<file path="src/rtl/lc2k_fetch.sv">
// LC-2K instruction-fetch stage: owns the PC, reads combinational instruction memory,
// and fills the IF/ID register. It also handles stall, redirect/flush, halt and out-of-range faults.
module lc2k_fetch #(
  parameter logic [31:0] RESET_PC   = '0,
  parameter int unsigned IMEM_DEPTH = 256
) (
  input  logic        clk,
  input  logic        reset,
  output logic [31:0] pc_out,
  input  logic [31:0] instr_in,
  input  logic        stall,
  input  logic        redirect_valid,
  input  logic [31:0] redirect_pc,
  output logic        if_id_valid,
  output logic [31:0] if_id_instr,
  output logic [31:0] if_id_pc,
  output logic [31:0] if_id_pc_plus1,
  output logic        halted,
  output logic        pc_fault,
  output logic [31:0] fetch_count
);

  typedef enum logic [1:0] {
    RUN   = 2'd0,
    HALT  = 2'd1,
    FAULT = 2'd2
  } fetch_state_e;

  fetch_state_e state_q, state_d;
  logic [31:0]  pc_q, pc_d;
  logic         valid_d;
  logic         capture;
  logic         is_halt;
  logic         in_range;

  assign is_halt  = (instr_in[24:22] == 3'b110);
  assign in_range = (pc_q < 32'(IMEM_DEPTH));

  // Halt and fault are mutually exclusive: either state blocks the fetch that could set the other.
  always_comb begin
    state_d = state_q;
    pc_d    = pc_q;
    valid_d = if_id_valid;
    capture = 1'b0;
    if (redirect_valid) begin
      pc_d    = redirect_pc;
      valid_d = 1'b0;
      state_d = RUN;
    end else if (stall) begin
      valid_d = if_id_valid;
    end else if (state_q != RUN) begin
      valid_d = 1'b0;
    end else if (!in_range) begin
      state_d = FAULT;
      valid_d = 1'b0;
    end else begin
      capture = 1'b1;
      valid_d = 1'b1;
      if (is_halt) state_d = HALT;
      else         pc_d    = pc_q + 32'd1;
    end
  end

  always_ff @(posedge clk) begin
    if (reset) begin
      state_q        <= RUN;
      pc_q           <= RESET_PC;
      if_id_valid    <= 1'b0;
      if_id_instr    <= '0;
      if_id_pc       <= '0;
      if_id_pc_plus1 <= '0;
      fetch_count    <= '0;
    end else begin
      state_q     <= state_d;
      pc_q        <= pc_d;
      if_id_valid <= valid_d;
      if (capture) begin
        if_id_instr    <= instr_in;
        if_id_pc       <= pc_q;
        if_id_pc_plus1 <= pc_q + 32'd1;
        fetch_count    <= fetch_count + 32'd1;
      end
    end
  end

  assign pc_out   = pc_q;
  assign halted   = (state_q == HALT);
  assign pc_fault = (state_q == FAULT);

endmodule
</file>
<file path="config.mk">
export PLATFORM = sky130hd
export DESIGN_NAME = lc2k_fetch
export DESIGN_NICKNAME = d
export VERILOG_FILES = /design/src/rtl/lc2k_fetch.sv
export SDC_FILE = /design/constraint.sdc
export NUM_CORES = 1
export LEC_CHECK = 0
export ABC_AREA = 1
export CORE_UTILIZATION = 43
export DETAILED_ROUTE_END_ITERATION = 10
export GPL_TIMING_DRIVEN = 0
export MAX_ROUTING_LAYER = met4
export PLACE_DENSITY = 0.78
export REMOVE_ABC_BUFFERS = 1
export SLEW_MARGIN = 20
export SYNTH_ARGS = -nofsm -noshare
export SYNTH_HDL_FRONTEND = slang
export SYNTH_SLANG_ARGS = --single-unit
</file>
<file path="constraint.sdc">
create_clock -name clk -period 2.2 [get_ports clk]
set_clock_uncertainty 0.1 [all_clocks]
set_input_delay 0.44 -clock clk [delete_from_list [all_inputs] [get_ports clk]]
set_output_delay 0.44 -clock clk [all_outputs]
set_load 0.05 [all_outputs]
</file>
* After elaboration in Yosys (flattened, before gate mapping)
Cells that the tools add are included.
** Storage, ports and cells
- Bits in registers :: 163
- Logic and storage cells :: 35
- Input bits :: 68
- Output and inout bits :: 163
** Operators by class
- Eq/ne operators :: 7
- $add $sub $neg :: 2
- Multiplexer cells :: 11
- Reduce and logical (&&, ||, !) cells :: 5
- $lt $le $gt $ge :: 1
- Bitwise operators :: 2
** Operator list (count)
- $mux W32 :: 5
- $add A32 B1 Y32 const B :: 2
- $lt A32 B9 Y1 const B :: 1
- $ne A2 B2 Y1 const B :: 3
- $mux W1 :: 4
- $mux W2 :: 2
- $reduce_and A4 Y1 :: 1
- $reduce_bool A2 Y1 :: 2
- $eq A3 B3 Y1 const B :: 1
- $reduce_and A3 Y1 :: 1
- $eq A2 B1 Y1 const B :: 1
- $eq A2 B2 Y1 const B :: 1
- $ne A2 B1 Y1 const B :: 1
- $not A1 Y1 :: 2
- $reduce_or A2 Y1 :: 1

* Depth between registers and ports, before layout
Gate-level depths: netlist (run 1).
- Depth after elaboration :: 6
- Gate-level depth with buffers :: 10
- Mapped depth without buffers :: 10

* Least setup slack after synthesis (run 1)
OpenSTA, ideal clock, no wires.
- Path kind :: reg2reg
- Start :: reg fetch_count[0]
- End :: reg fetch_count[16]
- Cell stages (with the launch flop) :: 9
- Data required time :: 2.029 ns
- Library setup time :: 0.071 ns
- Slack :: 0.094 ns
- Arrival time :: 1.935 ns
- Period minus slack after synthesis :: 2.106 ns
- Buffers on the path :: 0
- Path through :: dfxtp_1 ha_1 inv_1 nor2_1 nand2_1 nor2_1 xor2_1 nand2_2 a21oi_2
** Between the ends
- Cells in the longest elaborated chain, start to end :: 1
** Ends and longest elaborated chain
- start, declared :: RTL line 20 : output logic [31:0] fetch_count
- start signal, assigned :: RTL line 81 : fetch_count <= fetch_count + 32'd1;
- $add A32 B1 Y32 :: RTL line 81
Every way passes these cells.
A chain may end at the register's enable or synchronous reset.

* Worst setup path after layout (run 1)
- Start :: reg fetch_count[31]
- End :: out fetch_count[31]
No word-level cell between the ends.

==> results of run 1 <==
flip-flops by register name, summed over array words and instances (netlist names):
name and count:
if_id_pc 32, state_q 2, if_id_instr 32, pc_out 32, if_id_valid 1, if_id_pc_plus1 32, fetch_count 32
path summary, 6_finish.rpt:
path / to / depth (start not counted) / startpoint / slack (ns)
worst max register to register: if_id_pc_plus1[8] / 8 / pc_out[30] / 0.12
worst min-delay path: fetch_count[8] / 2 / reset / 0.21
worst max-delay path: fetch_count[31] / 1 / fetch_count[31] / 0.04
worst min register to register: if_id_pc[24] / 2 / if_id_pc[24] / 0.34
stage by stage:
| step | setup WS [ns] | setup TNS, ns | total power, mW |
|---|---|---|---|
| 2_1_floorplan | -1.01 | -79.10 | 3.39 |
| 3_3_place_gp | -5.11 | -550.84 | 3.69 |
| 3_5_place_dp | -1.06 | -83.70 | 3.69 |
| 4_1_cts | 0.00181 | 0 | 6.63 |
| 5_1_grt | -0.0558 | -0.728 | 6.82 |
| 6_report | 0.0351 | 0 | 6.58 |
power groups by stage:
stage          clock (mW)  combinational (mW)  sequential (mW)
2_1_floorplan           0               0.151             3.24
6_report             2.95               0.601             3.03
3_5_place_dp            0               0.594             3.10
3_3_place_gp            0               0.587             3.10
5_1_grt              3.14               0.646             3.04
4_1_cts              3.00               0.594             3.03
routing by layer:
layer | part of all wire, % | GRT usage (%) | vias up
met5 | 0 | - | -
met4 | 1.3 | 6.86 | 0
met3 | 6.9 | 7.16 | 22
li1 | - | - | 3420
met1 | 46 | 30.0 | 3056
met2 | 45 | 38.5 | 220
placed cells by master (no fill, tap or decap), types with 3 or more instances in the layout:
cell type	count
clkbuf_16	17
a21oi_2	20
inv_1	21
nor2_1	212
buf_4	7
nand2_1	294
dlygate4sd2_1	41
nand3b_1	14
inv_8	3
a21oi_1	53
o21ai_0	43
clkdlybuf4s50_1	177
xor2_1	11
nand2_2	22
inv_6	4
nand3_1	12
nand4_1	8
inv_2	3
clkinvlp_4	5
o21ai_1	6
dfxtp_1	163
xnor2_1	5
dlymetal6s2s_1	10
buf_8	3
repair_timing:
action | in CTS | in global routing
buffers inserted | 1 | 5
resized for setup | 45 | 14
pin swaps | 1 | 2
cloned | 1 | 1
setup endpoints to repair | 135 | 110
final cells by class:
class / count / area (um^2)
Sequential cell: 163 / 3260
Multi-Input combinational cell: 713 / 3240
Tap cell: 211 / 264
Clock inverter: 15 / 170
Timing Repair Buffer: 242 / 2430
Inverter: 25 / 97.6
Clock buffer: 17 / 425
Fill cell: 1330 / 5370
logic make-up after synthesis:
logic type	Yosys count	share of synthesized area (%)
compound gates	124	10.3
xor+xnor	16	2.07
fa+ha+maj	2	0.369
buf+inv	72	5.04
flops	163	48.2
simple gates	569	34.0
==> qor.yml, run 1 <==
place_area_um2: 9220
maxCapViolations: 0
antenna_cells: 0
cts_buffer_depth: 2
io_buffers: 230
ys_top_cells_by_area: "dfxtp_1 48%, nand2_1 16%, nor2_1 12%"
finalCritPeriodShare_pct: 98.4
layout.cells.non_filler: 1386
drtAntennaViolNets: 0
die_area_um2: 16300
crit_family: "buffers and inverters"
cp_cell_sequence: "clkdlybuf4s50_1"
power_frac_comb_pct: 9.1
cp_slowest_cell: "clkdlybuf4s50_1"
die_h_um: 127
synth_cells: 946
dpl.hpwl_um: 12300
drive_gt1_share_pct: 8.68
numCtsBuffers: 17
rows: 45
relSlewSlack_pct: 49.8
stdcell_area_um2: 9890
cts_tree: "yes"
netlist_area_um2: 6770
grtUsageTotal_pct: 24.3
yosysMostFrequentCell: "nand2_1"
yosysSeqAreaShare_pct: 48.2
endpoint_kind: "output pin"
area_delta_synth_final_pct: 46.0
grt_max_degree: 98
ys_async_sr_fraction_pct: 0
synthFlopType: "dfxtp_1"
rsz0062_at_grt: "true"
status: "completed"
dr.first_iter.drc_count: 400
crit_type: "flip-flop to output pin"
grt_pass1_vias: 6146
firstDrtPassIters: 4
powerDensity_nw_per_um2: 665
finalHoldViolations: 0
slowest_delay_ns: 0.83
ir_drop_uv: 488
slew_viol_final: 0
avgSynthCellArea_um2: 7.16
finalSetupViolCount: 0
crit_arrival_ns: 1.62
clk_latency_ns: 0.42
viasPerCell: 4.85
nets: 1232
coreArea_um2: 15300
required_ns: 1.66
wl_per_cell_um: 13.6
timing.hold.ws_ns: 0.210
intPower_mw: 4.85
holdBufCountCts: 0
path_clk_slew_ns: 0.07
synthTopCellsByCount: "295 x nand2_1, 213 x nor2_1, 163 x dfxtp_1"
num_io_pins: 231
start_util_pct: 44.4
p_sw_mw: 1.74
ys_warn_count: 0
utilization_pct: 64.8
cts_sinks: 163
hold_path_class: "primary input to flip-flop"
max_slew.worst_pin.slew_ns: 0.753
synth_edf_count: 0
swShare_pct: 26.4
die_w_um: 127
yosys.area.top_type: "dfxtp_1"
drc_errors: 0
cp_max_fo: 4
antenna_found_initial: 0
clkPwrFrac_pct: 44.8
cts-root-buf: "clkbuf_16"
routed_wirelength_um: 18900
p_leak_nw: 3.98
fmaxAchievable_ghz: 0.462
postSynthRegisterBits: 163
htree_levels: 4
grt-ovfl-total: 0
dp.cells: 1346
synth_top_area_share_pct: 48.2
synth_cell_types: 23
cp_num_buf_inv: 1
gp_congestion: 0.859
p_seq_share_pct: 46.1
cp-start-kind: "flip-flop"
grt_pass1_wl_um: 30400
vias: 6718
period_minus_slack_ns: 2.16
Note: power is estimated with default switching activity, not from simulation.
==> inputs of run 2 (changes only) <==
Settings changed: TNS_END_PERCENT set to 5.
==> run 2 against run 1 <==
Die area unchanged; wire length down 2.2%; global-route usage down 0.52 points; critical path type is now primary input to flip-flop; largest power group unchanged.
==> qor.yml, run 2 (synthesis gave the netlist of run 1 again) <==
num_io_pins: 231
cp_max_fo: 36
crit_family: "simple AND/OR/NAND/NOR gates"
powerDensity_nw_per_um2: 668
required_ns: 2.39
cts_buffer_depth: 2
dp_worst_setup_slack_ns: -1.06
coreArea_um2: 15300
firstDrtPassIters: 7
max_slew.worst_pin.slew_ns: 0.756
clk_latency_ns: 0.42
viasPerCell: 4.84
ir_drop_uv: 481
drive_gt1_share_pct: 8.04
drc_errors: 0
status: "completed"
timing.hold.ws_ns: 0.211
cp_slowest_cell: "nand2_1"
start_util_pct: 44.4
routed_wirelength_um: 18500
relSlewSlack_pct: 49.6
finalSetupViolCount: 0
io_buffers: 230
drtAntennaViolNets: 0
vias: 6675
die_h_um: 127
antenna_found_initial: 0
cts_sinks: 163
grt_pass1_vias: 6075
stdcell_area_um2: 9830
fmaxAchievable_ghz: 0.460
area_delta_synth_final_pct: 45.1
grt-ovfl-total: 0
wl_per_cell_um: 13.4
setup_ws_ns: 0.0277
crit_path_frequent_cell: "nand2_1"
slowest_delay_ns: 0.47
holdBufCountCts: 0
grt_pass1_wl_um: 29900
p_leak_nw: 3.96
crit_arrival_ns: 2.36
period_minus_slack_ns: 2.17
dpl.hpwl_um: 12300
rsz0062_at_grt: "true"
cts-root-buf: "clkbuf_16"
antenna_cells: 0
slew_viol_final: 0
grt_max_degree: 128
path_clk_slew_ns: 0.07
finalHoldViolations: 0
hold_path_class: "primary input to flip-flop"
final_cell_mix: "295 x nand2_1, 212 x nor2_1, 177 x clkdlybuf4s50_1"
dr.first_iter.drc_count: 408
cp_cell_sequence: "buf_4, inv_1, nand2_1, nand3_4, nand2_1, a21oi_1"
finalCritPeriodShare_pct: 98.7
rows: 45
die_area_um2: 16300
htree_levels: 4
grtUsageTotal_pct: 23.8
nets: 1226
endpoint_kind: "flip-flop"
cp_num_buf_inv: 2
cts_tree: "yes"
final_common_cell: "nand2_1"
gp_congestion: 0.859
numCtsBuffers: 17
crit_type: "primary input to flip-flop"
maxCapViolations: 0
place_area_um2: 9220
cp-start-kind: "primary input"
die_w_um: 127
-- run 2: cell types whose count changed in the layout (fill, tap and decap cells not counted), sizes merged --
cell | previous run | this run
clkinvlp | 5 | 4
buf | 14 | 9
nand2 | 319 | 318
inv | 31 | 32
-- run 2: stage by stage --
step           power, mW  std cells  TNS (ns)  util [%]
3_3_place_gp        3.69       1340   -550.84      59.6
3_5_place_dp        3.69       1346    -83.70      60.4
2_1_floorplan       3.39        899    -79.10         -
4_1_cts             6.63       1379         0      64.1
6_report            6.57       1380         0      64.4
5_1_grt             6.81       1380     -4.43      64.4
-- run 2: final timing paths --
check | start | end | slack [ns] | cells after the start
max | redirect_valid | pc_out[1] | 0.03 | 6
min | reset | fetch_count[19] | 0.21 | 2
min reg2reg | if_id_pc[24] | if_id_pc[24] | 0.34 | 2
max reg2reg | pc_out[30] | fetch_count[19] | 0.08 | 8
-- run 2: cell type report --
type	instances	area, um^2
clock inverters	15	170
inverters	25	93.8
clock buffers	17	425
flip-flops and latches	163	3260
multi-input cells	712	3220
repair buffers	237	2390
well taps	211	264
fillers	1347	5430
-- run 2: layer usage --
layer,vias to the layer above,GRT usage (%),part of all wire (%)
met2,197,37.2,47
met5,-,-,0
met4,0,6.16,1.0
met1,3061,29.8,46
met3,14,7.12,6.4
li1,3403,-,-
-- run 2: repair_timing --
| item | 4_1_cts | 5_1_grt |
|---|---|---|
| buffers inserted | 1 | 0 |
| pin swaps | 2 | 0 |
| endpoints found under the hold margin | 0 | 0 |
| cloned | 0 | 1 |
| resized for setup | 48 | 14 |
| endpoints found under the setup margin | 135 | 128 |
-- run 2: report_power, final --
group	switching (mW)	total (mW)	internal, mW
sequential	0.0385	3.03	2.99
combinational	0.357	0.589	0.233
clock	1.33	2.95	1.62
==> inputs of run 3 (changes only) <==
==> constraint.sdc (replaced) <==
create_clock -name clk -period 2.2 [get_ports clk]
set_clock_uncertainty 0.1 [all_clocks]
set_input_delay 0.22 -clock clk [delete_from_list [all_inputs] [get_ports clk]]
set_output_delay 0.22 -clock clk [all_outputs]
set_load 0.05 [all_outputs]
==> run 3 against run 2 <==
Clock power hardly changed; core utilization rose by 0.63 points; critical path depth is 5 lower; wire length up 0.32%; largest cell class unchanged; largest power group unchanged.
==> qor.yml, run 3 (synthesis gave the netlist of run 1 again) <==
vias: 6660
cts_sinks: 163
ir_drop_uv: 485
relSlewSlack_pct: 49.6
coreArea_um2: 15300
timing.hold.ws_ns: 0.248
dp.cells: 1346
grt_pass1_wl_um: 29900
cts_buffer_depth: 2
crit_family: "buffers and inverters"
status: "completed"
viasPerCell: 4.81
multi_input_area_um2: 3220
antenna_found_initial: 0
crit_type: "flip-flop to output pin"
stdcell_area_um2: 9920
htree_levels: 4
finalHoldViolations: 0
drc_errors: 0
p_leak_nw: 3.62
final_cell_mix: "295 x nand2_1, 228 x clkdlybuf4s50_1, 212 x nor2_1"
io_buffers: 230
seqCellArea_um2: 3260
grt-ovfl-total: 0
drive_gt1_share_pct: 8.51
hold_path_class: "primary input to flip-flop"
rows: 45
grtUsageTotal_pct: 23.8
antenna_cells: 0
maxCapViolations: 0
place_area_um2: 9220
tns_ns: 0
cp-start-kind: "flip-flop"
num_io_pins: 231
cp_cell_sequence: "clkdlybuf4s50_1"
die_w_um: 127
grt_max_degree: 128
firstDrtPassIters: 7
finalSetupViolCount: 0
start_util_pct: 44.4
rsz0062_at_grt: "true"
cp_slowest_cell: "clkdlybuf4s50_1"
p_total_mw: 6.59
powerDensity_nw_per_um2: 664
nets: 1232
endpoint_kind: "output pin"
dpl.hpwl_um: 12300
dr.first_iter.drc_count: 414
crit_arrival_ns: 1.77
cp_num_buf_inv: 1
gp_congestion: 0.859
cp_max_fo: 7
wl_per_cell_um: 13.4
slowest_delay_ns: 0.86
grt_pass1_vias: 6077
cts_tree: "yes"
nFillCells: 1320
numCtsBuffers: 17
finalCritPeriodShare_pct: 95.1
die_area_um2: 16300
final_common_cell: "nand2_1"
max_slew.worst_pin.slew_ns: 0.756
cts-root-buf: "clkbuf_16"
fmaxAchievable_ghz: 0.478
die_h_um: 127
layout.cells.non_filler: 1386
slew_viol_final: 0
period_minus_slack_ns: 2.09
drtAntennaViolNets: 0
routed_wirelength_um: 18500
required_ns: 1.88
clk_latency_ns: 0.42
area_delta_synth_final_pct: 46.5
path_clk_slew_ns: 0.07
## run 3: cell types whose count changed in the layout (fill, tap and decap cells not counted), sizes merged
cell and delta:
dlygate4sd3 +1, clkdlybuf4s50 +51, clkinvlp +1, buf +5, dlygate4sd2 -41, inv -1
dlymetal6s2s -10
## run 3: timing repair
action	CTS	global route
hold buffers	1	0
cloned	0	1
pin swaps	2	2
setup endpoints to repair	94	147
endpoints found under the hold margin	13	0
buffers inserted	1	5
resized for setup	6	3
## run 3: layout make-up
type | count | share of cell area [%]
Timing Repair Buffer | 243 | 25.0
Clock inverter | 15 | 1.72
Clock buffer | 17 | 4.29
Tap cell | 211 | 2.66
Multi-Input combinational cell | 712 | 32.5
Inverter | 25 | 0.984
Sequential cell | 163 | 32.9
## run 3: path summary, 6_finish.rpt
check | start | to | slack (ns) | cells after the start
worst max-delay path | fetch_count[24] | fetch_count[24] | 0.11 | 1
worst min-delay path | redirect_pc[25] | pc_out[25] | 0.25 | 3
worst max register to register | pc_out[30] | if_id_instr[1] | 0.17 | 8
worst min register to register | if_id_pc[24] | if_id_pc[24] | 0.34 | 2
## run 3: power breakdown
| group | internal (mW) | switching, mW |
|---|---|---|
| Clock | 1.61 | 1.33 |
| Sequential | 2.99 | 0.0391 |
| Combinational | 0.250 | 0.361 |
## run 3: stage by stage
stage | worst slack [ns] | util, %
2_1_floorplan | -1.01 | -
3_3_place_gp | -4.89 | 59.6
3_5_place_dp | -0.837 | 60.4
4_1_cts | 0.0116 | 64.5
5_1_grt | -0.0926 | 65.0
6_report | 0.108 | 65.0
## run 3: per-layer routing
metal	up-vias	routed length, um	part of all wire, %	track usage, %
met5	-	0	0	-
met4	0	189	1.0	6.16
met3	14	1230	6.6	7.12
met2	200	8600	46	37.1
met1	3029	8510	46	29.9
li1	3417	-	-	-
